File: src/rtl/shift_reg_piso.sv
// rtl/shift_reg_piso.sv - parallel-in serial-out shift register with one-word holding buffer
//
// Accepts W-bit words over a valid/ready handshake and emits them one bit per
// accepted shift strobe, flagging the first and last bit of each word. A
// one-word holding buffer lets consecutive words stream with no idle bit.
//
// Ports:
//   clk         in   rising-edge clock
//   reset       in   synchronous active-high reset
//   d           in   W-bit parallel word
//   load_valid  in   d is valid
//   load_ready  out  block can accept d this cycle
//   shift_en    in   consume the current serial bit
//   sout        out  current serial bit (0 when not valid)
//   sout_valid  out  sout holds a real bit
//   sout_first  out  current bit is bit 0 of the word
//   sout_last   out  current bit is bit W-1 of the word
//   busy        out  a bit is being presented or a word is held
module shift_reg_piso #(
  parameter int W         = 4,
  parameter bit LSB_FIRST = 1'b0
) (
  input  logic         clk,
  input  logic         reset,
  input  logic [W-1:0] d,
  input  logic         load_valid,
  output logic         load_ready,
  input  logic         shift_en,
  output logic         sout,
  output logic         sout_valid,
  output logic         sout_first,
  output logic         sout_last,
  output logic         busy
);

  localparam int CW = (W > 1) ? $clog2(W) : 1;
  localparam logic [CW-1:0] CNT_LAST = CW'(W - 1);

  typedef enum logic {IDLE, SHIFT} state_t;

  state_t         state;
  logic [W-1:0]   sreg;
  logic [W-1:0]   hold;
  logic           hold_full;
  logic [CW-1:0]  cnt;

  logic accept;
  logic consume;
  logic last_consume;

  // Readiness only depends on the holding buffer: while a word is shifting,
  // the next one can always be parked in hold.
  assign load_ready   = !hold_full && !reset;
  assign accept       = load_valid && load_ready;
  assign sout_valid   = (state == SHIFT);
  assign consume      = sout_valid && shift_en;
  assign last_consume = consume && (cnt == CNT_LAST);

  assign sout       = sout_valid && (LSB_FIRST ? sreg[0] : sreg[W-1]);
  assign sout_first = sout_valid && (cnt == '0);
  assign sout_last  = sout_valid && (cnt == CNT_LAST);
  assign busy       = sout_valid || hold_full;

  always_ff @(posedge clk) begin
    if (reset) begin
      state     <= IDLE;
      sreg      <= '0;
      hold      <= '0;
      hold_full <= 1'b0;
      cnt       <= '0;
    end else begin
      case (state)
        IDLE: begin
          // Holding buffer is always empty in IDLE, so load straight into sreg.
          if (accept) begin
            sreg  <= d;
            cnt   <= '0;
            state <= SHIFT;
          end
        end
        SHIFT: begin
          if (last_consume) begin
            if (hold_full) begin
              sreg      <= hold;
              cnt       <= '0;
              hold_full <= 1'b0;
            end else if (accept) begin
              sreg <= d;
              cnt  <= '0;
            end else begin
              state <= IDLE;
            end
          end else begin
            if (consume) begin
              sreg <= LSB_FIRST ? (sreg >> 1) : (sreg << 1);
              cnt  <= cnt + CW'(1);
            end
            if (accept) begin
              hold      <= d;
              hold_full <= 1'b1;
            end
          end
        end
        default: state <= IDLE;
      endcase
    end
  end

endmodule

File: config.mk
export PLATFORM = sky130hd
export DESIGN_NAME = shift_reg_piso
export DESIGN_NICKNAME = d
export VERILOG_FILES = /design/src/rtl/shift_reg_piso.sv
export SDC_FILE = /design/constraint.sdc
export NUM_CORES = 1
export LEC_CHECK = 0
export ABC_AREA = 1
export ABC_CLOCK_PERIOD_IN_PS = 1300
export CAP_MARGIN = 0
export CORE_MARGIN = 8
export CORE_UTILIZATION = 49
export DETAILED_ROUTE_END_ITERATION = 10
export GPL_ROUTABILITY_DRIVEN = 0
export GPL_TIMING_DRIVEN = 0
export PLACE_DENSITY = 0.76
export SYNTH_ARGS = -nofsm -noshare
export SYNTH_HDL_FRONTEND = slang
export SYNTH_SLANG_ARGS = --single-unit
File: constraint.sdc
create_clock -name clk -period 1.3 [get_ports clk]
set_input_delay 0.39 -clock clk [delete_from_list [all_inputs] [get_ports clk]]
set_output_delay 0.39 -clock clk [all_outputs]
set_load 0.02 [all_outputs]
==> impl_results.md <==
* Worst setup margin at -0.1343 ns
* Vertical die dimension at ~54 um
* Area after detailed placement at between 800 and 900 sq um
* Clk slew on worst S/H paths at 0.08 ns
* Worst Max-Slew Pin Slew at approximately 0.27 ns
* Via density at 5.470
* Worst vdd ir at 744.5 uV
* CTS tree: yes
* Achievable clock frequency at ~700 MHz
* Critical Path Start: cnt[0]
* Relative slew slack at 81.94%
* Delay-heaviest family, CP: flip-flops
* Number of instances in the synthesized netlist at 106
* Flip-flop and latch count after synthesis at 12
* CP max-delay cell: sky130_fd_sc_hd__dfxtp_4
* Number of cells in the finished layout apart from fillers at between 100 and 150
* Number of distinct standard cells referenced by the synthesized netlist at 22
* Reg2reg end: hold[0]
* Endpoint arrival time on the critical path at ~1.0 ns
* GRT Residual Overflow at 0
* Vias at between 800 and 900
* H-Tree Depth at 1
* Number of placed cells counting well taps at ~140
* Floorplan Core Area at approximately 1500 sq um
* Worst setup slack for register-to-register paths at -0.02 ns
* Peak fanout along the critical path at 3
* Layout Nets at between 100 and 150
* Synth Net Count at 116
* Number of I/O pins at 14
* Wirelength per Cell at approximately 14 um
* Worst path depth at 5
* Initial antenna violation count at 0
* GRT Util Overall at 14.26%
* Count of cells along the worst register-to-register path at 8
* Post-synth top area share at 33.10%
* Areal power density over the cells at 845.5 nW/um^2
* Worst slack at placement at -0.9091 ns
* Summed area of non-filler cells in the final layout at 1090 sq um
* LEAKAGE at 0.4822 nW
* Maximum root-to-sink buffer count at 2
* Final Cycle Share at 110.3%
* Cts-stage hold buffer count at 0
* First DRT Iteration DRCs at 17
* DPL Wire Length at approximately 1300 um
* Wire length reported by the detailed router at 2057 um
* Synthesized area divided by synthesized cell count at ~7 sq um
* Worst Setup EP: sout_first
* Leading cell types in the layout, fill and taps excluded: 22 x sky130_fd_sc_hd__nand2_1, 10 x sky130_fd_sc_hd__buf_4, 9 x sky130_fd_sc_hd__nand2_2
* Leading cell type in the layout, fill and taps excluded: sky130_fd_sc_hd__nand2_1
* Hold Vio Cnt, Final at 0
* Critical path required time at 0.91 ns
* Die boundary width at 54.49 um
* Count of fill cells added during filler insertion at a little over 100
* Setup Crit Path Kind: flop to primary output
* Global-route met1 utilization at 16.23%
* Total die area at 2969 sq um
* Cell chain of the critical path: inv_4 -> ha_4 -> nand2_2 -> inv_2 -> buf_6
* Share of final-layout standard cells stronger than drive strength 1 at 47.37%
* GRT Max-Usage Layer: met2
* Largest net degree at the start of global routing at 9
* Part of the Yosys area used for sequential elements at around 33%
* Violated checks: setup timing
* Number of antenna-violating nets in the routed design at 0
* Status: finished, violations left
* Worst path buffer plus inverter count at 3
* Largest incremental delay on the critical path at between 0.3 and 0.4 ns
* Final Critical Period at 1.434 ns
* Met3 usage in global routing at approximately 4.9%
* Worst reg2reg path startpoint: cnt[1]
* Tightest Hold Check Type: input port to flop
* Number of warning messages in the yosys log at 0
* Met2 routing resource usage after global routing at between 20% and 30%
* 1st-pass router iterations at 4
* Growth of design area from synthesis to finish at 50.17%
* Sort of element at the start of the critical path: flop
* Number of endpoints failing setup at the final stage at 8
* Number of slew-limit violations in the final report at 0
* Unrepaired setup endpoints after global routing: yes
* Later-pin clock latency in the skew report at 0.28 ns
* Number of global-route vias before repair at ~730
* Synth area leaders: sky130_fd_sc_hd__dfxtp_1 33%, sky130_fd_sc_hd__nand2_1 16%, sky130_fd_sc_hd__inv_1 7.2%
* Port bufs at 13
* Total clock sinks at 12
* Max-cap check violation count at 0
* First-pass GRT wire length at 3139 um
* TritonCTS buffer count at 3
* Post-synthesis cell area at 725.7 sq um
* Worst setup skew after layout at 0.002955 ns
* Starting Density at 49.91%
* Post-detailed-route DRC marker count at 0
* Crit path capture type: primary output
* Clock root buffer: sky130_fd_sc_hd__clkbuf_4
* Cell Rows at 14
* Post-synth top area cell: sky130_fd_sc_hd__dfxtp_1
* Setup TNS at -0.4475 ns
* Post-layout total power at 0.9214 mW
* Diode insertion count for antenna repair at 0
[cells in the mapped netlist]
master                      n
sky130_fd_sc_hd__nand2_1   31
sky130_fd_sc_hd__inv_1     14
sky130_fd_sc_hd__dfxtp_1   12
sky130_fd_sc_hd__nor2_1    10
sky130_fd_sc_hd__a21oi_1    9
sky130_fd_sc_hd__o21ai_0    8
sky130_fd_sc_hd__nand3_1    6
sky130_fd_sc_hd__ha_1       2
sky130_fd_sc_hd__a21oi_2    1
sky130_fd_sc_hd__a31oi_1    1
sky130_fd_sc_hd__and3_2     1
sky130_fd_sc_hd__buf_6      1
sky130_fd_sc_hd__clkbuf_8   1
sky130_fd_sc_hd__inv_2      1
sky130_fd_sc_hd__nand2_2    1
sky130_fd_sc_hd__nand2_4    1
sky130_fd_sc_hd__nand3_4    1
sky130_fd_sc_hd__nor2_4     1
sky130_fd_sc_hd__nor2_8     1
sky130_fd_sc_hd__nor4_1     1
sky130_fd_sc_hd__o21ai_2    1
sky130_fd_sc_hd__or2_0      1
[per-layer routing]
metal | part of all wire, % | vias up
met3 | 5.7 | 6
met5 | 0 | -
li1 | - | 392
met4 | 1.4 | 0
met1 | 41 | 385
met2 | 52 | 32
[report_power, final]
part | switching [mW] | leakage, nW | internal [mW] | total (mW)
registers | 0.0159 | 0.100 | 0.382 | 0.398
logic | 0.120 | 0.361 | 0.0953 | 0.215
clock network | 0.138 | 0.0210 | 0.171 | 0.309
[metrics by stage]
stage,util [%],hold WS (ns)
2_1_floorplan,-,0.4334
3_3_place_gp,60.24,0.4515
3_5_place_dp,60.24,0.4584
4_1_cts,68.76,0.4697
5_1_grt,74.96,0.4185
6_report,74.96,0.4183
[repair_timing]
item | 4_1_cts | 5_1_grt
gates resized for setup | 54 | 29
pin swaps | 5 | 10
setup endpoints to repair | 18 | 16
buffers inserted | 6 | 5
[flip-flops by register name, indices dropped and copies added (netlist names)]
register and flops:
hold_full 1, sout_valid 1, cnt 2, sreg 4
hold 4
[worst min path at each step]
stage               slack, ns       to  cells after the start  startpoint
floorplan                0.43  hold[1]                      2     hold[1]
global placement         0.45  hold[3]                      2     hold[3]
detailed placement       0.46  hold[3]                      2     hold[3]
CTS                      0.47  hold[3]                      2     hold[3]
global route             0.42  hold[3]                      2       reset
finish                   0.42  hold[1]                      2       reset
[cell families after synthesis]
group / after synthesis / share of synthesized area (%)
AOI/OAI and AO/OA: 20 / 15.00
adders and majority gates: 2 / 3.448
buffers and inverters: 17 / 11.21
DFF: 12 / 33.10
and+or+nand+nor: 55 / 37.24
[final cells by class]
| class | count | area (sq um) | share of cell area [%] |
|---|---|---|---|
| multi-input cells | 77 | 491.7 | 45.12 |
| repair buffers | 24 | 210.2 | 19.29 |
| inverters | 15 | 63.81 | 5.855 |
| clock buffers | 4 | 36.28 | 3.329 |
| plain buffers | 1 | 15.01 | 1.378 |
| flip-flops and latches | 12 | 252.7 | 23.19 |
| well taps | 16 | 20.02 | 1.837 |
Note: power is estimated with default switching activity, not from simulation.
